$ cat src/rtl/scmp_op_fetch_if.sv
// Memory read handshake and opcode-to-decoder handshake between the fetch unit
// (master) and the memory/microcode sequencer side (slave).
interface scmp_op_fetch_if;
    logic        bus_rd;
    logic [15:0] bus_addr;
    logic        bus_ack;
    logic [7:0]  bus_din;
    logic [7:0]  op_out;
    logic [7:0]  disp_out;
    logic        two_byte;
    logic        op_valid;
    logic        op_ready;

    modport master (
        output bus_rd, bus_addr, op_out, disp_out, two_byte, op_valid,
        input  bus_ack, bus_din, op_ready
    );

    modport slave (
        input  bus_rd, bus_addr, op_out, disp_out, two_byte, op_valid,
        output bus_ack, bus_din, op_ready
    );
endinterface

$ cat src/rtl/scmp_op_fetch.sv
// SC/MP opcode fetch: pre-increments PC within its page, reads opcode (and
// displacement for op[7]=1), then presents {op, disp} to the decoder.
module scmp_op_fetch #(
    parameter int          PAGE_BITS = 12,
    parameter logic [15:0] RESET_PC  = 16'h0000
) (
    input  logic        clk,
    input  logic        rst,
    input  logic        start,
    input  logic        pc_load,
    input  logic [15:0] pc_in,
    output logic [15:0] pc_out,
    output logic        busy,
    scmp_op_fetch_if.master bus
);

    typedef enum logic [1:0] {
        IDLE       = 2'd0,
        FETCH_OP   = 2'd1,
        FETCH_DISP = 2'd2,
        PRESENT    = 2'd3
    } state_t;

    state_t      state, state_nxt;
    logic [15:0] pc_q, pc_nxt;
    logic [15:0] addr_q, addr_nxt;
    logic        rd_q, rd_nxt;
    logic [7:0]  op_q, op_nxt;
    logic [7:0]  disp_q, disp_nxt;
    logic        two_q, two_nxt;
    logic        vld_q, vld_nxt;
    logic [15:0] pc_base;

    // Only the in-page field counts; the page bits never see a carry.
    function automatic logic [15:0] pc_inc(input logic [15:0] p);
        logic [15:0] r;
        r = p;
        r[PAGE_BITS-1:0] = p[PAGE_BITS-1:0] + 1'b1;
        return r;
    endfunction

    always_ff @(posedge clk) begin
        if (rst) begin
            state  <= IDLE;
            pc_q   <= RESET_PC;
            addr_q <= 16'h0000;
            rd_q   <= 1'b0;
            op_q   <= 8'h00;
            disp_q <= 8'h00;
            two_q  <= 1'b0;
            vld_q  <= 1'b0;
        end else begin
            state  <= state_nxt;
            pc_q   <= pc_nxt;
            addr_q <= addr_nxt;
            rd_q   <= rd_nxt;
            op_q   <= op_nxt;
            disp_q <= disp_nxt;
            two_q  <= two_nxt;
            vld_q  <= vld_nxt;
        end
    end

    always_comb begin
        state_nxt = state;
        pc_nxt    = pc_q;
        addr_nxt  = addr_q;
        rd_nxt    = rd_q;
        op_nxt    = op_q;
        disp_nxt  = disp_q;
        two_nxt   = two_q;
        vld_nxt   = vld_q;
        // A load in the same cycle as start is applied first, then incremented.
        pc_base   = pc_load ? pc_in : pc_q;

        case (state)
            IDLE: begin
                pc_nxt = pc_base;
                if (start) begin
                    pc_nxt    = pc_inc(pc_base);
                    addr_nxt  = pc_inc(pc_base);
                    rd_nxt    = 1'b1;
                    state_nxt = FETCH_OP;
                end
            end
            FETCH_OP: begin
                if (bus.bus_ack) begin
                    op_nxt  = bus.bus_din;
                    two_nxt = bus.bus_din[7];
                    if (bus.bus_din[7]) begin
                        pc_nxt    = pc_inc(pc_q);
                        addr_nxt  = pc_inc(pc_q);
                        state_nxt = FETCH_DISP;
                    end else begin
                        disp_nxt  = 8'h00;
                        rd_nxt    = 1'b0;
                        vld_nxt   = 1'b1;
                        state_nxt = PRESENT;
                    end
                end
            end
            FETCH_DISP: begin
                if (bus.bus_ack) begin
                    disp_nxt  = bus.bus_din;
                    rd_nxt    = 1'b0;
                    vld_nxt   = 1'b1;
                    state_nxt = PRESENT;
                end
            end
            PRESENT: begin
                if (bus.op_ready) begin
                    vld_nxt   = 1'b0;
                    state_nxt = IDLE;
                end
            end
            default: begin
                state_nxt = IDLE;
            end
        endcase
    end

    assign pc_out       = pc_q;
    assign busy         = (state != IDLE);
    assign bus.bus_rd   = rd_q;
    assign bus.bus_addr = addr_q;
    assign bus.op_out   = op_q;
    assign bus.disp_out = disp_q;
    assign bus.two_byte = two_q;
    assign bus.op_valid = vld_q;

endmodule

$ cat src/flat_wrapper.sv
// flat-port wrapper written by rule: the top's interface ports become plain ports
module scmp_op_fetch_flat 
#(
    parameter int          PAGE_BITS = 12,
    parameter logic [15:0] RESET_PC  = 16'h0000
)
  (clk, rst, start, pc_load, pc_in, pc_out, busy, bus_bus_rd, bus_bus_addr, bus_op_out, bus_disp_out, bus_two_byte, bus_op_valid, bus_bus_ack, bus_bus_din, bus_op_ready);
  scmp_op_fetch_if bus_i ();
  input  logic clk;
  input  logic rst;
  input  logic start;
  input  logic pc_load;
  input  logic [15:0] pc_in;
  output logic [15:0] pc_out;
  output logic busy;
  output wire logic [$bits(bus_i.bus_rd)-1:0] bus_bus_rd;
  output wire logic [$bits(bus_i.bus_addr)-1:0] bus_bus_addr;
  output wire logic [$bits(bus_i.op_out)-1:0] bus_op_out;
  output wire logic [$bits(bus_i.disp_out)-1:0] bus_disp_out;
  output wire logic [$bits(bus_i.two_byte)-1:0] bus_two_byte;
  output wire logic [$bits(bus_i.op_valid)-1:0] bus_op_valid;
  input wire logic [$bits(bus_i.bus_ack)-1:0] bus_bus_ack;
  input wire logic [$bits(bus_i.bus_din)-1:0] bus_bus_din;
  input wire logic [$bits(bus_i.op_ready)-1:0] bus_op_ready;
  assign bus_bus_rd = bus_i.bus_rd;
  assign bus_bus_addr = bus_i.bus_addr;
  assign bus_op_out = bus_i.op_out;
  assign bus_disp_out = bus_i.disp_out;
  assign bus_two_byte = bus_i.two_byte;
  assign bus_op_valid = bus_i.op_valid;
  assign bus_i.bus_ack = bus_bus_ack;
  assign bus_i.bus_din = bus_bus_din;
  assign bus_i.op_ready = bus_op_ready;
  scmp_op_fetch #(.PAGE_BITS(PAGE_BITS), .RESET_PC(RESET_PC)) u_core (.clk(clk), .rst(rst), .start(start), .pc_load(pc_load), .pc_in(pc_in), .pc_out(pc_out), .busy(busy), .bus(bus_i));
endmodule
$ cat config.mk
export PLATFORM = sky130hd
export DESIGN_NAME = scmp_op_fetch_flat
export DESIGN_NICKNAME = d
export VERILOG_FILES = /design/src/rtl/scmp_op_fetch_if.sv /design/src/rtl/scmp_op_fetch.sv /design/src/flat_wrapper.sv
export SDC_FILE = /design/constraint.sdc
export NUM_CORES = 1
export LEC_CHECK = 0
export CAP_MARGIN = 20
export CORE_MARGIN = 2
export CORE_UTILIZATION = 30
export DETAILED_ROUTE_END_ITERATION = 10
export PLACE_DENSITY = 0.64
export RECOVER_POWER = 50
export SETUP_SLACK_MARGIN = 0.02
export SYNTH_ARGS = -nofsm -noshare
export SYNTH_HDL_FRONTEND = slang
export SYNTH_SLANG_ARGS = --single-unit
$ cat constraint.sdc
create_clock -name clk -period 2.99 [get_ports clk]
set_clock_uncertainty 0.1 [all_clocks]
set_input_delay 0.4485 -clock clk [delete_from_list [all_inputs] [get_ports clk]]
set_output_delay 0.4485 -clock clk [all_outputs]
set_load 0.02 [all_outputs]
==> results of run 1 <==
[metrics by stage]
stage	instances	cell area [um^2]
2_1_floorplan	411	3232
3_3_place_gp	613	4214
3_5_place_dp	613	4214
4_1_cts	621	4325
5_1_grt	621	4322
6_report	621	4322
[area by class of cell]
type | instances | area share [%]
Clock buffer | 5 | 1.592
Clock inverter | 3 | 0.9844
Inverter | 9 | 0.7817
Multi-Input combinational cell | 319 | 46.70
Sequential cell | 52 | 24.09
Tap cell | 136 | 3.937
Timing Repair Buffer | 97 | 21.92
[worst paths after layout]
check,from,end,cells past startpoint
setup / recovery,pc_load,u_core.bus.bus_addr[10]$_SDFFE_PP0P_,8
hold reg to reg,u_core.bus.op_out[3]$_SDFFE_PP0P_,u_core.bus.op_out[3]$_SDFFE_PP0P_,2
setup reg to reg,u_core.pc_out[0]$_SDFFE_PP0P_,u_core.bus.bus_addr[10]$_SDFFE_PP0P_,7
hold / removal,rst,u_core.pc_out[0]$_SDFFE_PP0P_,2
[where the power goes]
part | leakage, nW | internal [mW] | switching [mW] | total, mW
Sequential | 0.427 | 0.908 | 0.217 | 1.13
Clock | 0.0541 | 0.248 | 0.249 | 0.497
Combinational | 1.20 | 0.926 | 1.38 | 2.30
[critical path, cell delays in order]
cell,delay [ns]
dlygate4sd3_1,0.66
mux2_2,0.31
ha_1,0.27
inv_1,0.14
a21oi_1,0.41
a21o_1,0.18
nand3_1,0.09
a211oi_1,0.24
[cells in the final DEF (no fill, tap or decap), types with 12 or more instances in the layout]
master,synthesis,layout
dfxtp_1,52,52
nor2_1,48,48
dlygate4sd3_1,0,41
nand2_1,39,39
clkdlybuf4s50_1,0,39
a21oi_1,32,32
nand3_1,27,27
mux2i_1,17,17
a211oi_1,17,16
xnor2_1,13,13
buf_4,2,13
a22oi_1,12,12
o21ai_0,12,12
[layer usage]
layer,vias to the layer above,share of wire (%)
met5,-,0
met2,108,47
met1,1555,46
met3,17,5.9
li1,1649,-
met4,0,1.7
[registers in the layout, indices dropped and copies added, names as in the netlist]
signal and flops:
u_core.bus.disp_out 8, u_core.bus.bus_addr 16, u_core.pc_out 16, u_core.bus.bus_rd 1, u_core.bus.op_valid 1, u_core.state 2
u_core.bus.op_out 8
[cells by family (layout without fill, tap and decap cells)]
kind of cell               Yosys count  count (layout)
AOI/OAI and AO/OA                  113             113
xor gates and xnor gates            18              18
buffers and inverters               40             114
muxes                               22              22
DFF                                 52              52
adders and majority gates            8               8
and+or+nand+nor                    158             158
[cells in the mapped netlist (all sizes together), types with 4 or more instances]
cell type | n | area (um^2)
or3 | 5 | 31.28
xor2 | 5 | 43.79
nand3b | 8 | 72.57
mux2i | 17 | 170.2
xnor2 | 13 | 113.9
a211oi | 17 | 127.6
a22oi | 12 | 90.09
nand4 | 6 | 37.54
a32oi | 4 | 35.03
o21ai | 14 | 70.07
nor2 | 48 | 180.2
nand3 | 28 | 145.1
clkbuf | 16 | 61.30
nor3 | 9 | 45.04
o211ai | 5 | 42.54
ha | 8 | 100.1
a21oi | 32 | 160.2
inv | 8 | 30.03
a221oi | 4 | 35.03
mux2 | 5 | 56.30
buf | 15 | 82.57
nand2 | 39 | 146.4
dfxtp | 52 | 1041
==> results.cfg, run 1 <==
[layout]
final_util_pct = 41.67
insertedDiodeCount = 0
drive_above_1_share_pct = 6.804
final_nets = 522
area_growth_syn_to_layout_pct = 33.72
seqCellArea_um2 = 1041
n_fill_cell = 1063
multi_input_area_um2 = 2018

[run]
max_cap_violations = 0

[synthesis]
synthSimpleGateAreaFrac_pct = 23.73
yosysUniqueCellTypes = 55
synthesis.nets = 449
synth_top_family_by_area = simple AND/OR/NAND/NOR gates
yosys.area_share.adder_pct = 3.097
synth_edf_count = 0
synth-xor-area-share_pct = 4.878
synth-compound-area-share_pct = 23.58
yosysSeqAreaShare_pct = 32.21
synthMuxAreaShare_pct = 7.007
ys_ff_latch = 52
dominantRegCellSynth = dfxtp_1
avgSynthCellArea_um2 = 7.863
netlist_area_um2 = 3232
synthCells = 411
ys_async_sr_fraction_pct = 0
ys_warn_count = 0

[clock_network]
cts_made_buffers = 5
cts_resized = 0
clk_path_buf_depth = 2
cts_hold_buffers = 0
post_cts_buffers = 0
worstSkewPairLatency_ns = 0.31
root_buffer = clkbuf_8
cts.sinks = 52
cts_tree = yes
htree_levels = 2
clk_pin_slew_worst_paths_ns = 0.10

[floorplan]
fp.dieW_um = 107.8
start_util_pct = 31.17
dieHeight_um = 107.8
die-area_um2 = 11620
io_pins = 82
design.core.area_um2 = 10370
num_rows = 37

[sta]
hold_viol_final = 0
tightest_slew_ns = 0.6354
setup_tns_ns = 0
worst_slack_ns = 0.3695
finalMaxSlewViolations = 0
period_share_pct = 87.64
fin_crit_ns = 2.621
grt_setup_unrepaired = no
clock.fmax_mhz = 381.6
timing.hold.ws_ns = 0.2882
finalSetupViolCount = 0
slew-limit-headroom_pct = 57.36

[power]
p_leak_nw = 1.679
power_mw = 3.925
cellPowerDensity_nw_per_um2 = 908.3
peakVddDrop_mv = 0.4525

[critical_path]
cp.arrival_ns = 2.75
worstSetupPathType = primary input to register
rrSetupSlack_ns = 0.67
cp.required_ns = 3.12
crit_path_end_kind = register
crit_path_start_kind = primary input
crit_fanout = 7

[placement]
io_buffer_count = 81
place_ws_ns = 0.1523
hpwlAfterDp_um = 7325
place_congestion = 0.8858

[global_routing]
use_met1_pct = 23.03
grt_overflow_total = 0
busiest_layer = met2
grt_first_pass_wirelength_um = 16000
track_usage_pct = 17.30
grt_max_degree = 50
antenna_found_initial = 0
first_global_vias = 3175
grt_util_met3_pct = 2.542
grtUsageMet2_pct = 28.80

[routing]
dr.pass1.iters = 4
drtAntennaViolNets = 0
routed_via_density = 5.361
wl_per_cell_um = 16.22
drtIter0Drc = 178
drc = 0
vias = 3329
wl_um = 10070

[min_path]
hold_path.class = primary input to register

[status]
status = finished, final reports clean
Power figures use the tool's default switching activity.
==> run 2, diff against run 1 <==
- MAX_ROUTING_LAYER: default -> met4
==> run 2 against run 1 <==
Global-route usage increased by 0.51 points. Non-clock buffer count fell by 1. Final cell count decreased by 0.16%. Routed wire length is 0.90% higher. Sequential share of layout area grew 0.19 points. First-iteration DRC count rose by 24%. Clock power decreased by 11%. Power down 2.1%. Die area unchanged. Combinational power shrank 2%. Utilization fell by 0.33 points. Largest power group unchanged. Highest routed layer unchanged.
==> results.cfg, run 2 (same netlist as run 1, synthesis figures left out) <==
[power]
power_mw = 3.843
switching_share_pct = 47.88
seq_power_share_pct = 29.7
p_switching_mw = 1.840
p_leak_nw = 1.661
power.share.clock_pct = 11.4
p_int_mw = 2.003
peakVddDrop_mv = 0.3342
combPwrFrac_pct = 58.9
cellPowerDensity_nw_per_um2 = 896.2

[routing]
drtAntennaViolNets = 0
dr.pass1.iters = 4
wl_per_cell_um = 16.39
drc = 0
vias = 3329
routed_via_density = 5.369
drtIter0Drc = 221
wl_um = 10160

[critical_path]
worstPathCellList = clkdlybuf4s50_1 > buf_4 > nand4_1 > a21oi_1 > and3_1 > or4b_1 > o211ai_1
crit_slowest_cell = clkdlybuf4s50_1
worstSetupPathType = primary input to register
crit_cells = 7
max_stage_delay_ns = 0.56
cp.arrival_ns = 2.72
crit_buf_inv = 2
r2r_cells = 5
cp.required_ns = 3.14
path_delay_family = simple AND/OR/NAND/NOR gates
crit_path_start_kind = primary input
crit_fanout = 21
crit_path_end_kind = register

[global_routing]
grt_overflow_total = 0
track_usage_pct = 17.81
first_global_vias = 3163
grt_first_pass_wirelength_um = 16130
antenna_found_initial = 0
grt_max_degree = 52

[sta]
clock.fmax_mhz = 388.7
hold_viol_final = 0
setup_tns_ns = 0
finalMaxSlewViolations = 0
period_share_pct = 86.05
worst_slack_ns = 0.4170
slew-limit-headroom_pct = 58.76
grt_setup_unrepaired = no
tightest_slew_ns = 0.6145
timing.hold.ws_ns = 0.3595
finalSetupViolCount = 0
fin_crit_ns = 2.573

[clock_network]
cts_resized = 0
clk_pin_slew_worst_paths_ns = 0.11
cts_tree = yes
cts_hold_buffers = 0
worstSkewPairLatency_ns = 0.31
cts_made_buffers = 5
cts.sinks = 52
post_cts_buffers = 0
clk_path_buf_depth = 2
htree_levels = 2
root_buffer = clkbuf_8

[floorplan]
io_pins = 82
dieHeight_um = 107.8
design.core.area_um2 = 10370
start_util_pct = 31.17
die-area_um2 = 11620
num_rows = 37
fp.dieW_um = 107.8

[min_path]
hold_depth = 2
hold_path.class = register to register

[layout]
final_cells = 620
layout_common_cells = dfxtp_1 (52), nor2_1 (48), clkdlybuf4s50_1 (41)
final_nets = 521
final_area_um2 = 4288
final_util_pct = 41.35
area_growth_syn_to_layout_pct = 32.68
final_common_cell = dfxtp_1
drive_above_1_share_pct = 6.818
insertedDiodeCount = 0

[run]
max_cap_violations = 0

[status]
status = finished, final reports clean

[placement]
place_ws_ns = 0.1515
placed_cells = 612
place_area_um2 = 4194
hpwlAfterDp_um = 7234
io_buffer_count = 81
place_congestion = 0.9232
-- run 2: changes by cell type in the layout (fill, tap and decap cells not counted), sizes merged --
cell,previous run,this run
clkdlybuf4s50,39,41
dlygate4sd3,41,39
inv,8,10
bufinv,1,0
clkbuf,6,5
clkinv,2,1
-- run 2: worst paths after layout --
| check | start | endpoint | slack, ns |
|---|---|---|---|
| max | pc_load | u_core.pc_out[11]$_SDFFE_PP0P_ | 0.42 |
| min | u_core.bus.bus_addr[3]$_SDFFE_PP0P_ | u_core.bus.bus_addr[3]$_SDFFE_PP0P_ | 0.36 |
| max reg2reg | u_core.pc_out[2]$_SDFFE_PP0P_ | u_core.pc_out[11]$_SDFFE_PP0P_ | 0.70 |
| min reg2reg | u_core.bus.bus_addr[3]$_SDFFE_PP0P_ | u_core.bus.bus_addr[3]$_SDFFE_PP0P_ | 0.36 |
-- run 2: area by class of cell --
type	instances	area, um^2
fill	1086	6082
timing repair buffer	96	930.9
sequential	52	1041
clock buffer	5	68.82
tap	136	170.2
clock inverter	3	25.02
inverter	9	33.78
multi-input combinational	319	2018
-- run 2: power groups by stage --
stage	Clock, mW	Combinational, mW	Sequential [mW]
final	0.440	2.26	1.14
after global routing	0.477	2.49	1.18
after CTS	0.455	2.32	1.15
after detailed placement	0	2.31	1.16
after global placement	0	2.28	1.16
after floorplan	0	1.27	1.30
-- run 2: metal layers --
metal / wire length [um] / part of all wire, % / GRT usage (%)
met5: 0 / 0 / -
met2: 4889 / 48 / 29.56
met3: 563 / 5.5 / 2.542
met4: 121 / 1.2 / 4.945
met1: 4590 / 45 / 22.65
-- run 2: worst reg2reg max path, delay by kind of cell (launching register included) --
kind | cells | cell delay, ns
AND/OR/NAND/NOR | 3 | 0.97
flip-flops | 1 | 0.63
AO/OA/AOI/OAI | 2 | 0.52
==> run 3, diff against run 2 <==
- CTS_CLUSTER_DIAMETER: default -> 80
==> results of run 3 <==
Final layout, timing and power as in run 2 (identical DEF).
